<file path="src/rtl/bus_arbiter_2to1_if.sv">
// Bus bundle for the internal 32-bit register/memory bus.
// One instance carries a single point-to-point link: command from the
// initiator, response and stall from the target.
interface bus_arbiter_2to1_if #(
    parameter int ADDR_WIDTH = 32,
    parameter int DATA_WIDTH = 32
);

    logic [ADDR_WIDTH-1:0]   addr;
    logic                    read;
    logic                    write;
    logic [DATA_WIDTH-1:0]   writedata;
    logic [DATA_WIDTH/8-1:0] byteenable;
    logic [DATA_WIDTH-1:0]   readdata;
    logic [1:0]              response;
    logic                    waitrequest;

    // Initiator end of the link: drives the command, receives data/response/stall.
    modport master (
        output addr,
        output read,
        output write,
        output writedata,
        output byteenable,
        input  readdata,
        input  response,
        input  waitrequest
    );

    // Target end of the link: receives the command, drives data/response/stall.
    modport slave (
        input  addr,
        input  read,
        input  write,
        input  writedata,
        input  byteenable,
        output readdata,
        output response,
        output waitrequest
    );

endinterface

</file>
<file path="src/rtl/bus_arbiter_2to1.sv">
// Two-initiator to one-target arbiter for the internal register/memory bus.
// Round-robin arbitration; the grant is held until the transfer completes.
// A watchdog abandons transfers the target never acknowledges and returns
// SLVERR to the granted initiator. One idle cycle separates transfers.
module bus_arbiter_2to1 #(
    parameter int ADDR_WIDTH     = 32,
    parameter int DATA_WIDTH     = 32,
    parameter int TIMEOUT_CYCLES = 255
) (
    input  logic               clk,
    input  logic               rst,
    bus_arbiter_2to1_if.slave  s0_bus,
    bus_arbiter_2to1_if.slave  s1_bus,
    bus_arbiter_2to1_if.master m0_bus
);

    localparam int BE_WIDTH  = DATA_WIDTH / 8;

    // Watchdog counter: at least 8 bits, wide enough to hold TIMEOUT_CYCLES.
    localparam int WD_NEED   = $clog2(TIMEOUT_CYCLES + 1);
    localparam int WD_BITS   = (WD_NEED < 8) ? 8 : WD_NEED;
    localparam bit WD_ENABLE = (TIMEOUT_CYCLES != 0);
    localparam logic [WD_BITS-1:0] WD_LIMIT = WD_BITS'(TIMEOUT_CYCLES);
    localparam logic [WD_BITS-1:0] WD_MAX   = '1;

    localparam logic [1:0] RESP_OKAY   = 2'b00;
    localparam logic [1:0] RESP_SLVERR = 2'b10;

    typedef enum logic [1:0] {
        ST_IDLE = 2'd0,
        ST_BUSY = 2'd1,
        ST_ERR  = 2'd2
    } state_t;

    // ------------------------------------------------------------------
    // State
    // ------------------------------------------------------------------
    state_t             state_q, state_d;
    state_t             state_out;
    logic               grant_q, grant_d;
    logic               last_grant_q, last_grant_d;
    logic [WD_BITS-1:0] wd_count_q, wd_count_d;

    // ------------------------------------------------------------------
    // Request decode and granted-initiator command mux
    // ------------------------------------------------------------------
    logic                  req0, req1;
    logic                  arb_winner;
    logic [ADDR_WIDTH-1:0] g_addr;
    logic                  g_read;
    logic                  g_write;
    logic [DATA_WIDTH-1:0] g_writedata;
    logic [BE_WIDTH-1:0]   g_byteenable;
    logic                  g_req;

    // Watchdog helpers
    logic [WD_BITS-1:0] wd_inc;
    logic               wd_expire;

    // Per-initiator response path, index = initiator number
    logic                  s_wait  [2];
    logic [DATA_WIDTH-1:0] s_rdata [2];
    logic [1:0]            s_resp  [2];

    // Target command
    logic [ADDR_WIDTH-1:0] m0_addr;
    logic                  m0_read;
    logic                  m0_write;
    logic [DATA_WIDTH-1:0] m0_writedata;
    logic [BE_WIDTH-1:0]   m0_byteenable;

    // Round-robin pick: on a tie the initiator not granted last wins.
    function automatic logic pick_winner(input logic r0, input logic r1, input logic last);
        if (r0 && r1) begin
            return ~last;
        end
        return r1;
    endfunction

    assign req0       = s0_bus.read | s0_bus.write;
    assign req1       = s1_bus.read | s1_bus.write;
    assign arb_winner = pick_winner(req0, req1, last_grant_q);

    assign g_addr       = grant_q ? s1_bus.addr       : s0_bus.addr;
    assign g_read       = grant_q ? s1_bus.read       : s0_bus.read;
    assign g_write      = grant_q ? s1_bus.write      : s0_bus.write;
    assign g_writedata  = grant_q ? s1_bus.writedata  : s0_bus.writedata;
    assign g_byteenable = grant_q ? s1_bus.byteenable : s0_bus.byteenable;
    assign g_req        = g_read | g_write;

    // The count includes the current stalled cycle and saturates rather than wraps,
    // so the transfer is cut after exactly TIMEOUT_CYCLES stalled cycles.
    assign wd_inc    = (wd_count_q == WD_MAX) ? wd_count_q : wd_count_q + WD_BITS'(1);
    assign wd_expire = WD_ENABLE && m0_bus.waitrequest && (wd_inc == WD_LIMIT);

    // ------------------------------------------------------------------
    // State register with synchronous reset
    // ------------------------------------------------------------------
    // NOTE: sequential state uses non-blocking assignments so every register
    // samples the pre-edge values of the others.
    always_ff @(posedge clk) begin
        if (rst) begin
            state_q      <= ST_IDLE;
            grant_q      <= 1'b0;
            last_grant_q <= 1'b1;
            wd_count_q   <= '0;
        end else begin
            state_q      <= state_d;
            grant_q      <= grant_d;
            last_grant_q <= last_grant_d;
            wd_count_q   <= wd_count_d;
        end
    end

    // ------------------------------------------------------------------
    // Next-state, grant and watchdog logic
    // ------------------------------------------------------------------
    // NOTE: every variable gets a hold/idle default before the case, so no
    // path through the block can infer a latch.
    always_comb begin
        state_d      = state_q;
        grant_d      = grant_q;
        last_grant_d = last_grant_q;
        wd_count_d   = wd_count_q;

        unique case (state_q)
            ST_IDLE: begin
                if (req0 || req1) begin
                    grant_d    = arb_winner;
                    wd_count_d = '0;
                    state_d    = ST_BUSY;
                end
            end

            ST_BUSY: begin
                if (!g_req) begin
                    // Initiator withdrew mid-transfer: abandon silently, keep
                    // the round-robin pointer where it was.
                    state_d = ST_IDLE;
                end else if (!m0_bus.waitrequest) begin
                    last_grant_d = grant_q;
                    state_d      = ST_IDLE;
                end else begin
                    wd_count_d = wd_inc;
                    if (wd_expire) begin
                        state_d = ST_ERR;
                    end
                end
            end

            ST_ERR: begin
                last_grant_d = grant_q;
                state_d      = ST_IDLE;
            end

            default: begin
                state_d = ST_IDLE;
            end
        endcase
    end

    // NOTE: reset is synchronous and only acts at the next edge, so the output
    // decode also treats rst=1 as IDLE to drop the m0 command in the same cycle.
    assign state_out = rst ? ST_IDLE : state_q;

    // ------------------------------------------------------------------
    // Command forwarding and response steering from the reset-gated state
    // ------------------------------------------------------------------
    always_comb begin
        m0_addr       = '0;
        m0_read       = 1'b0;
        m0_write      = 1'b0;
        m0_writedata  = '0;
        m0_byteenable = '0;
        for (int i = 0; i < 2; i++) begin
            s_wait[i]  = 1'b1;
            s_rdata[i] = '0;
            s_resp[i]  = RESP_OKAY;
        end

        unique case (state_out)
            ST_BUSY: begin
                m0_addr          = g_addr;
                m0_read          = g_read;
                m0_write         = g_write;
                m0_writedata     = g_writedata;
                m0_byteenable    = g_byteenable;
                s_wait[grant_q]  = m0_bus.waitrequest;
                s_rdata[grant_q] = m0_bus.readdata;
                s_resp[grant_q]  = m0_bus.response;
            end

            ST_ERR: begin
                // Target transfer is abandoned; the initiator gets SLVERR for one cycle.
                s_wait[grant_q] = 1'b0;
                s_resp[grant_q] = RESP_SLVERR;
            end

            default: begin
            end
        endcase
    end

    // ------------------------------------------------------------------
    // Port hookup
    // ------------------------------------------------------------------
    assign m0_bus.addr       = m0_addr;
    assign m0_bus.read       = m0_read;
    assign m0_bus.write      = m0_write;
    assign m0_bus.writedata  = m0_writedata;
    assign m0_bus.byteenable = m0_byteenable;

    assign s0_bus.waitrequest = s_wait[0];
    assign s0_bus.readdata    = s_rdata[0];
    assign s0_bus.response    = s_resp[0];

    assign s1_bus.waitrequest = s_wait[1];
    assign s1_bus.readdata    = s_rdata[1];
    assign s1_bus.response    = s_resp[1];

endmodule

</file>
<file path="src/flat_wrapper.sv">
// flat-port wrapper written by rule: the top's interface ports become plain ports
module bus_arbiter_2to1_flat 
#(
    parameter int ADDR_WIDTH     = 32,
    parameter int DATA_WIDTH     = 32,
    parameter int TIMEOUT_CYCLES = 255
)
  (clk, rst, s0_bus_addr, s0_bus_read, s0_bus_write, s0_bus_writedata, s0_bus_byteenable, s0_bus_readdata, s0_bus_response, s0_bus_waitrequest, s1_bus_addr, s1_bus_read, s1_bus_write, s1_bus_writedata, s1_bus_byteenable, s1_bus_readdata, s1_bus_response, s1_bus_waitrequest, m0_bus_addr, m0_bus_read, m0_bus_write, m0_bus_writedata, m0_bus_byteenable, m0_bus_readdata, m0_bus_response, m0_bus_waitrequest);
  bus_arbiter_2to1_if #(.ADDR_WIDTH(ADDR_WIDTH), .DATA_WIDTH(DATA_WIDTH)) s0_bus_i ();
  bus_arbiter_2to1_if #(.ADDR_WIDTH(ADDR_WIDTH), .DATA_WIDTH(DATA_WIDTH)) s1_bus_i ();
  bus_arbiter_2to1_if #(.ADDR_WIDTH(ADDR_WIDTH), .DATA_WIDTH(DATA_WIDTH)) m0_bus_i ();
  input  logic clk;
  input  logic rst;
  input wire logic [$bits(s0_bus_i.addr)-1:0] s0_bus_addr;
  input wire logic [$bits(s0_bus_i.read)-1:0] s0_bus_read;
  input wire logic [$bits(s0_bus_i.write)-1:0] s0_bus_write;
  input wire logic [$bits(s0_bus_i.writedata)-1:0] s0_bus_writedata;
  input wire logic [$bits(s0_bus_i.byteenable)-1:0] s0_bus_byteenable;
  output wire logic [$bits(s0_bus_i.readdata)-1:0] s0_bus_readdata;
  output wire logic [$bits(s0_bus_i.response)-1:0] s0_bus_response;
  output wire logic [$bits(s0_bus_i.waitrequest)-1:0] s0_bus_waitrequest;
  input wire logic [$bits(s1_bus_i.addr)-1:0] s1_bus_addr;
  input wire logic [$bits(s1_bus_i.read)-1:0] s1_bus_read;
  input wire logic [$bits(s1_bus_i.write)-1:0] s1_bus_write;
  input wire logic [$bits(s1_bus_i.writedata)-1:0] s1_bus_writedata;
  input wire logic [$bits(s1_bus_i.byteenable)-1:0] s1_bus_byteenable;
  output wire logic [$bits(s1_bus_i.readdata)-1:0] s1_bus_readdata;
  output wire logic [$bits(s1_bus_i.response)-1:0] s1_bus_response;
  output wire logic [$bits(s1_bus_i.waitrequest)-1:0] s1_bus_waitrequest;
  output wire logic [$bits(m0_bus_i.addr)-1:0] m0_bus_addr;
  output wire logic [$bits(m0_bus_i.read)-1:0] m0_bus_read;
  output wire logic [$bits(m0_bus_i.write)-1:0] m0_bus_write;
  output wire logic [$bits(m0_bus_i.writedata)-1:0] m0_bus_writedata;
  output wire logic [$bits(m0_bus_i.byteenable)-1:0] m0_bus_byteenable;
  input wire logic [$bits(m0_bus_i.readdata)-1:0] m0_bus_readdata;
  input wire logic [$bits(m0_bus_i.response)-1:0] m0_bus_response;
  input wire logic [$bits(m0_bus_i.waitrequest)-1:0] m0_bus_waitrequest;
  assign s0_bus_i.addr = s0_bus_addr;
  assign s0_bus_i.read = s0_bus_read;
  assign s0_bus_i.write = s0_bus_write;
  assign s0_bus_i.writedata = s0_bus_writedata;
  assign s0_bus_i.byteenable = s0_bus_byteenable;
  assign s0_bus_readdata = s0_bus_i.readdata;
  assign s0_bus_response = s0_bus_i.response;
  assign s0_bus_waitrequest = s0_bus_i.waitrequest;
  assign s1_bus_i.addr = s1_bus_addr;
  assign s1_bus_i.read = s1_bus_read;
  assign s1_bus_i.write = s1_bus_write;
  assign s1_bus_i.writedata = s1_bus_writedata;
  assign s1_bus_i.byteenable = s1_bus_byteenable;
  assign s1_bus_readdata = s1_bus_i.readdata;
  assign s1_bus_response = s1_bus_i.response;
  assign s1_bus_waitrequest = s1_bus_i.waitrequest;
  assign m0_bus_addr = m0_bus_i.addr;
  assign m0_bus_read = m0_bus_i.read;
  assign m0_bus_write = m0_bus_i.write;
  assign m0_bus_writedata = m0_bus_i.writedata;
  assign m0_bus_byteenable = m0_bus_i.byteenable;
  assign m0_bus_i.readdata = m0_bus_readdata;
  assign m0_bus_i.response = m0_bus_response;
  assign m0_bus_i.waitrequest = m0_bus_waitrequest;
  bus_arbiter_2to1 #(.ADDR_WIDTH(ADDR_WIDTH), .DATA_WIDTH(DATA_WIDTH), .TIMEOUT_CYCLES(TIMEOUT_CYCLES)) u_core (.clk(clk), .rst(rst), .s0_bus(s0_bus_i), .s1_bus(s1_bus_i), .m0_bus(m0_bus_i));
endmodule
</file>
<file path="config.mk">
export PLATFORM = sky130hd
export DESIGN_NAME = bus_arbiter_2to1_flat
export DESIGN_NICKNAME = d
export VERILOG_FILES = /design/src/rtl/bus_arbiter_2to1_if.sv /design/src/rtl/bus_arbiter_2to1.sv /design/src/flat_wrapper.sv
export SDC_FILE = /design/constraint.sdc
export NUM_CORES = 1
export LEC_CHECK = 0
export ABC_AREA = 1
export BUFFER_PORTS_ARGS = -buffer_cell sky130_fd_sc_hd__buf_2
export CORE_AREA = 2 2 125 127
export CTS_BUF_LIST = sky130_fd_sc_hd__clkbuf_2 sky130_fd_sc_hd__clkbuf_4 sky130_fd_sc_hd__clkbuf_8
export DETAILED_ROUTE_END_ITERATION = 12
export DIE_AREA = 0 0 127 129
export GPL_TIMING_DRIVEN = 1
export HOLD_SLACK_MARGIN = 0.06
export SLEW_MARGIN = 20
export SYNTH_ARGS = -nofsm -noshare
export SYNTH_HDL_FRONTEND = slang
export SYNTH_SLANG_ARGS = --single-unit
</file>
<file path="constraint.sdc">
create_clock -name clk -period 2.3 [get_ports clk]
set_input_delay 0.345 -clock clk [delete_from_list [all_inputs] [get_ports clk]]
set_output_delay 0.345 -clock clk [all_outputs]
set_load 0.05 [all_outputs]
</file>
Word-level counts from Yosys, hierarchy flattened

Cells that the tools add are included.

Flip-flop bits (word level): 12
Input bits: 177
Output and inout port bits: 140
Word-level logic and storage cells: 74

Add/subtract/negate cells: 1
Magnitude comparators: 2
Eq/ne operators: 11
Multiplexer cells: 36
Bitwise gates (word level): 9
Reduce and logical (&&, ||, !) cells: 11

Operators by type and width:

| kind                                                                     | number |
|---|---|
| 32-bit two-way mux                                                       | 5 |
| 64-bit AND                                                               | 1 |
| 64-bit two-way mux                                                       | 1 |
| 32-bit demux with 1-bit select                                           | 1 |
| 8-bit two-way mux                                                        | 4 |
| 8-bit == test (second input constant)                                    | 2 |
| 8-bit case mux with 2 select lines                                       | 1 |
| 2-bit two-way mux                                                        | 6 |
| 1-bit two-way mux                                                        | 10 |
| 8-bit by 1-bit adder with 8-bit output (second input constant)           | 1 |
| 4-bit two-way mux                                                        | 2 |
| 2-bit case mux with 2 select lines                                       | 2 |
| 4-bit case mux with 2 select lines                                       | 1 |
| 4-bit AND                                                                | 1 |
| 2-bit by 1-bit == test with 1-bit output (second input constant)         | 2 |
| 2-bit == test (second input constant)                                    | 2 |
| 2-bit by 1-bit inequality test with 1-bit output (second input constant) | 2 |
| 2-bit inequality test (second input constant)                            | 2 |
| 4-bit inequality test (second input constant)                            | 1 |
| 2-bit AND reduction                                                      | 2 |
| 4-bit AND reduction                                                      | 1 |
| 2-bit nonzero test                                                       | 2 |
| 1-bit logical AND                                                        | 3 |
| 1-bit OR                                                                 | 3 |
| 12 further kinds                                                         | 12 |

Logic depth before layout (Yosys ltp)

Gate-level depths: netlist of the first run.

Depth after elaboration: 8
Depth in mapped cells: 11
Gate-level depth less buffers: 11

Worst setup path after synthesis of the first run

OpenSTA, ideal clock, no wires.

Path kind: register to output
Start point: reg u_core.state_q[0]
End point: out s0_bus_response[1]
Arrival time: 2.172 ns
Data required time: 1.955 ns
Path slack: -0.217 ns
Stages on the path, launching flop included: 10
Buffers on the path: 2
Cell sequence: dfxtp_1 > inv_2 > nor2_1 > ha_1 > inv_1 > nor2_2 > buf_4 > buf_4 > nand2_1 > a21oi_1

Cells in the longest elaborated chain, start to end: 3
Elaborated cells on any way between the ends: 4

RTL lines:

| what                                                                             | line                    | RTL |
|---|---|---|
| start: declaration                                                               | bus_arbiter_2to1.sv:38  | `state_t state_q, state_d;` |
| start signal: assignment                                                         | bus_arbiter_2to1.sv:108 | `state_q <= state_d;` |
| 2-bit two-way mux (*)                                                            | bus_arbiter_2to1.sv:164 | `assign state_out = rst ? ST_IDLE : state_q;` |
| 2-bit == test / 2-bit by 1-bit == test with 1-bit output (equally long branches) | bus_arbiter_2to1.sv:181 | `unique case (state_out)` |
| 4-bit case mux with 2 select lines (*)                                           | bus_arbiter_2to1.sv:181 |  |
| end: declaration                                                                 | flat_wrapper.sv:20      | `output wire logic [$bits(s0_bus_i.response)-1:0] s0_bus_response;` |

Every way passes the cells marked *; elsewhere a longest branch is shown, timed or not.

Final worst setup path of the first run

Start point: reg u_core.state_q[1]
End point: out m0_bus_addr[4]

Cells in the longest elaborated chain, start to end: 3

RTL lines:

| what                                     | line                    | RTL |
|---|---|---|
| 2-bit two-way mux                        | bus_arbiter_2to1.sv:164 |  |
| 2-bit by 1-bit == test with 1-bit output | bus_arbiter_2to1.sv:181 |  |
| 32-bit two-way mux                       | bus_arbiter_2to1.sv:181 |  |
| end: declaration                         | flat_wrapper.sv:30      | `output wire logic [$bits(m0_bus_i.addr)-1:0] m0_bus_addr;` |

No other way between the ends.

==> flow_summary.toml, run 1 <==
[die]
core_mm2 = 0.0150
row_count = 45
die-area_mm2 = 0.0164
die_y_um = 129
die_x_um = 127
start_util = 0.132
pin_count = 317

[detailed_routing]
drtAntennaViolNets = 0
drt_pass1_iterations = 4
via_per_inst = 4.23
drt_iter0_drc = 193
wl_per_cell_um = 16.9
drc = 0
wirelength_um = 14300
num_vias = 3587

[placement]
dpl.hpwl_um = 11100
place_congestion = 0.827
io_buffers = 316
place_area_mm2 = 0.00393

[clock_tree]
htree_levels = 1
postCtsHoldBufs = 0
clock_tree.root_cell = "clkbuf_8"
clock_path_buffers = 2
clk_pin_slew_ns = 0.06
clock-sinks = 12
cts_inserted_buffers = 3
clk_latency_ns = 0.24
cts_tree = "built"

[logic_synthesis]
netlist.area_leader.share = 0.302
synth_area_leaders = "a22o_1 (30%), nor2_1 (15%), dfxtp_1 (12%)"
synth_area_leader_cell = "a22o_1"
synth_most_common_cell = "nor2_1"
synth_edf_count = 0
syn-num-nets = 522
syn_inst = 342
synthTopCellsByCount = "nor2_1 (79), a22o_1 (68), nand2_1 (55), inv_1 (48), nand3_1 (15)"
seq_area_frac_synth = 0.122
syn_area_per_cell_um2 = 5.76
ys_ff_latch = 12
async_flop_share = 0
synth_cell_types = 26
synth_ff_type = "dfxtp_1"
yosysWarningCount = 0
synthesis.area_mm2 = 0.00197

[global_route]
grt_pass1_wl_um = 18200
grt_usage = 0.146
antenna_found_initial = 7
grt_max_degree = 65
grt.overflow.total = 0
grt_pass1_vias = 3066

[cells_and_area]
n_fill_cell = 1642
syn_to_final_growth_pct = 129
nets = 840
drive_gt1_frac = 0.601
final_util = 0.301
multiInputGateArea_mm2 = 0.00156
seq_area_um2 = 243
stdcell_area_mm2 = 0.00451

[timing]
final-hold-violation-count = 0
slew_violations = 0
worst_clock_skew_ns = 0.00138
max_slew_margin = 0.755
whs_ns = 0.417
post-route-period-util = 0.963
max_clock_freq_mhz = 451
setup_violations = 0
worstMarginPinSlew_ns = 0.366
period_minus_slack_ns = 2.22

[pwr]
p_comb_frac = 0.704
power.switching_uw = 797
power.internal_uw = 765
ir_drop_mv = 0.146
leakage_uw = 0.00257
power_frac_seq = 0.144
p_per_area_mw_per_mm2 = 346
p_clk_frac = 0.152
switching_share = 0.510

[critical_path]
crit_arrival_ns = 1.87
cp-start-kind = "flop"
r2r-start = "u_core.wd_count_q[1]"
worst_r2r_path_depth = 10
crit_path_end_kind = "output port"
required_ns = 1.96
regToRegEndpoint = "u_core.state_q[0]"
path_class = "reg -> out"
path_max_fanout = 8
reg2reg_slack_ns = 0.67

[outcome]
status = "finished, final reports clean"

[run]
drv_cap = 0

[worst_hold_path]
worstHoldStart = "rst"
min_path_type = "in -> reg"
worst_hold_path.endpoint = "u_core.grant_q"
hold_depth = 2
[stage by stage]
stage / TNS [ns] / total power [µW] / setup slack [ns] / std cells
final: 0 / 1560 / 0.0845 / 848
after detailed placement: 0 / 1190 / 0.0228 / 833
after global placement: 0 / 1180 / 0.0893 / 833
after CTS: 0 / 1500 / 0.0174 / 840
after floorplan: -0.292 / 851 / -0.150 / 342
after global routing: -0.0000757 / 1630 / -0.0000757 / 847
[layout by cell type (no fill, tap or decap), types with 3 or more instances in the layout]
master / netlist / routed
a21oi_1: 14 / 13
clkbuf_16: 0 / 3
clkbuf_4: 0 / 26
buf_4: 3 / 20
o21ai_0: 3 / 3
buf_2: 3 / 245
nor2_4: 2 / 5
a22o_1: 68 / 67
inv_2: 5 / 6
buf_6: 0 / 33
clkbuf_8: 0 / 4
inv_1: 48 / 45
nand3_1: 15 / 15
nor2_1: 79 / 47
nand2_1: 55 / 55
dfxtp_1: 12 / 10
buf_12: 0 / 7
nor2_2: 2 / 31
[kinds of logic after synthesis]
kind of cell | synth area share
and+or+nand+nor | 0.335
xor gates and xnor gates | 0.00445
buffers and inverters | 0.152
adders and majority gates | 0.0190
AOI/OAI and AO/OA | 0.368
DFF | 0.122
[layer usage]
layer  up-vias  GRT usage  share of wire
li1       1774          -              -
met1      1594      0.192           0.42
met2       205      0.249           0.49
met3        12     0.0383          0.080
met4         2     0.0142         0.0071
met5         -          0        0.00091
[state kept, by name (all words and copies together), names as in the netlist]
register	flops
u_core.wd_count_q	8
u_core.state_q	2
u_core.last_grant_q	1
u_core.grant_q	1
[what timing repair did]
item,CTS,global route
buffers inserted,1,4
gates resized for setup,58,71
pin swaps,3,5
setup endpoints to repair,67,99
gates cloned,2,3
[final cells by class]
type | count | area share
antenna | 1 | 0.000555
timing repair buffer | 336 | 0.491
sequential | 12 | 0.0538
tap | 188 | 0.0522
multi-input combinational | 254 | 0.345
clock buffer | 4 | 0.0122
inverter | 53 | 0.0452
[critical path: stages, from the launching register on]
cell       delay, ns
dfxtp_2         0.33
inv_2           0.06
nor2_4          0.09
inv_2           0.05
ha_4            0.17
inv_4           0.06
nor2_4          0.05
buf_4           0.15
buf_12          0.13
clkbuf_16       0.16
a22o_1          0.21
buf_6           0.15
[worst max path at each step]
stage | to | slack [ns] | start | cells after the start
2_1_floorplan | s1_bus_response[1] | -0.15 | u_core.state_q[0] | 9
3_3_place_gp | m0_bus_addr[23] | 0.09 | rst | 8
3_5_place_dp | s0_bus_response[1] | 0.02 | rst | 9
4_1_cts | s1_bus_response[1] | 0.02 | u_core.state_q[0] | 9
5_1_grt | m0_bus_writedata[30] | -0.00008 | u_core.state_q[1] | 11
6_report | m0_bus_addr[4] | 0.08 | u_core.state_q[1] | 11
[power groups by stage]
stage                     Combinational [µW]  Clock [µW]  Sequential, µW
after floorplan                          627           0             224
after global placement                   956           0             229
after CTS                               1030         244             225
final                                   1100         237             225
after global routing                    1160         251             226
after detailed placement                 957           0             229
Power figures use the tool's default switching activity.
==> run 2: changes to the inputs <==
CELL_PAD_IN_SITES_DETAIL_PLACEMENT = 1   (was unset)
CELL_PAD_IN_SITES_GLOBAL_PLACEMENT = 2   (was unset)
CORE_AREA = unset   (was 2 2 125 127)
CORE_ASPECT_RATIO = 0.7   (was unset)
CORE_UTILIZATION = 11   (was unset)
DIE_AREA = unset   (was 0 0 127 129)
PLACE_DENSITY_LB_ADDON = 0.1   (was unset)
==> run 2 against run 1 <==
Utilization down 4.8 points. Setup slack got worse by 0.0029 ns. Design area is 2.9% lower. Routed wire length grew 3.7%. Fmax decreased by 0.13%. Worst hold slack improved by 0.057 ns. Final cell count is 4.4% higher. Critical path depth fell by 1. Sequential share of layout area increased by 0.22 points. Clock-buffer cell count decreased by 1. Global-route usage up 0.20 points.
==> flow_summary.toml, run 2 (synthesis results as in run 1) <==
[outcome]
status = "finished, final reports clean"

[clock_tree]
htree_levels = 1
clock-sinks = 12
clock_tree.root_cell = "clkbuf_8"
clock_path_buffers = 2
cts_tree = "built"
postCtsHoldBufs = 0
clk_latency_ns = 0.25
clk_pin_slew_ns = 0.06
cts_inserted_buffers = 3

[timing]
worst_clock_skew_ns = 0.00545
slew_violations = 0
max_slew_margin = 0.721
setup_violations = 0
worstMarginPinSlew_ns = 0.418
period_minus_slack_ns = 2.22
max_clock_freq_mhz = 451
post-route-period-util = 0.965
final-hold-violation-count = 0
setup_slack_ns = 0.0816

[pwr]
p_per_area_mw_per_mm2 = 336
leakage_uw = 0.00252
ir_drop_mv = 0.118

[die]
start_util = 0.114
die_x_um = 162
pin_count = 317
core_mm2 = 0.0173
die_y_um = 114
row_count = 40
die-area_mm2 = 0.0185

[critical_path]
worst_path_max_delay_cell = "dfxtp_4"
crit_path_end_kind = "output port"
path_class = "reg -> out"
max_stage_delay_ns = 0.36
crit_chain = "inv_2 > nor2_4 > inv_1 > ha_4 > inv_2 > nor2_4 > buf_4 > buf_12 > a22o_1 > buf_6"
cp-start-kind = "flop"
required_ns = 1.96
crit_arrival_ns = 1.87
path_max_fanout = 33

[detailed_routing]
drt_pass1_iterations = 4
drtAntennaViolNets = 0
drc = 0
drt_iter0_drc = 146
wirelength_um = 14900
num_vias = 3617
wl_per_cell_um = 16.8
via_per_inst = 4.09

[cells_and_area]
stdcell_area_mm2 = 0.00438
final_cell_mix = "buf_2 (246), buf_4 (70), a22o_1 (67)"
drive_gt1_frac = 0.596
reg_top3 = "u_core.wd_count_q: 8 flops, u_core.state_q: 2 flops"
seq_area_um2 = 245
top_register = "u_core.wd_count_q"
syn_to_final_growth_pct = 122
n_fill_cell = 2206
num_antenna_cells = 0
multiInputGateArea_mm2 = 0.00156
nets = 836
final_common_cell = "buf_2"
largest_reg_flops = 8

[global_route]
grt_usage = 0.148
grt_pass1_vias = 3549
grt_max_degree = 37
grt_pass1_wl_um = 20700
antenna_found_initial = 1
grt.overflow.total = 0

[placement]
io_buffers = 316
place_area_mm2 = 0.00399
dpl_worst_slack_ns = 0.0854
place_congestion = 0.773
dpl.hpwl_um = 12500

[run]
drv_cap = 0

[worst_hold_path]
min_path_type = "in -> reg"
==> run 2: metrics by stage <==
stage | total power, µW | utilization | hold slack (ns) | setup TNS (ns) | std cells
detailed placement | 1200 | 0.231 | 0.481 | 0 | 876
floorplan | 851 | - | 0.436 | -0.292 | 342
CTS | 1460 | 0.247 | 0.474 | -0.0360 | 881
finish | 1470 | 0.253 | 0.474 | 0 | 885
global placement | 1200 | 0.231 | 0.467 | 0 | 876
global route | 1560 | 0.253 | 0.499 | -0.0000442 | 885
==> run 2: layout make-up <==
cell class                      count  area share
Inverter                           53      0.0460
Timing Repair Buffer              332       0.467
Clock buffer                        3     0.00943
Multi-Input combinational cell    254       0.355
Sequential cell                    12      0.0560
Tap cell                          231      0.0660
==> run 2: worst max-delay path, delay by kind of cell, from the launching register on <==
family	cells	cell delay, ns
AOI/OAI and AO/OA	1	0.21
and+or+nand+nor	2	0.17
buffers and inverters	6	0.73
DFF	1	0.36
adders and majority gates	1	0.15
==> run 2: power by group <==
group / internal [µW] / leakage [µW] / switching [µW]
Combinational: 361 / 0.00240 / 687
Clock: 116 / 0.0000216 / 84.9
Sequential: 215 / 0.0000984 / 10.3
==> run 2: repair_timing <==
action                     CTS  global route
gates resized for setup     78            10
setup buffers                1             2
cloned                       1             2
pin swaps                    0             3
setup endpoints to repair  102           137
==> run 2: final timing paths <==
kind	from	end	slack, ns	cells past startpoint
worst max-delay path	u_core.state_q[1]	m0_bus_addr[9]	0.08	10
worst min-delay path	s0_bus_write	u_core.grant_q	0.47	4
worst max register to register	u_core.wd_count_q[0]	u_core.state_q[0]	0.54	10
worst min register to register	u_core.last_grant_q	u_core.last_grant_q	0.50	2
==> run 2: layer usage <==
layer,GRT usage,up-vias,wire length (µm)
met5,0,-,0
met4,0.0119,0,48
met3,0.0411,7,1220
met2,0.277,177,7610
met1,0.172,1671,5970
li1,-,1762,-
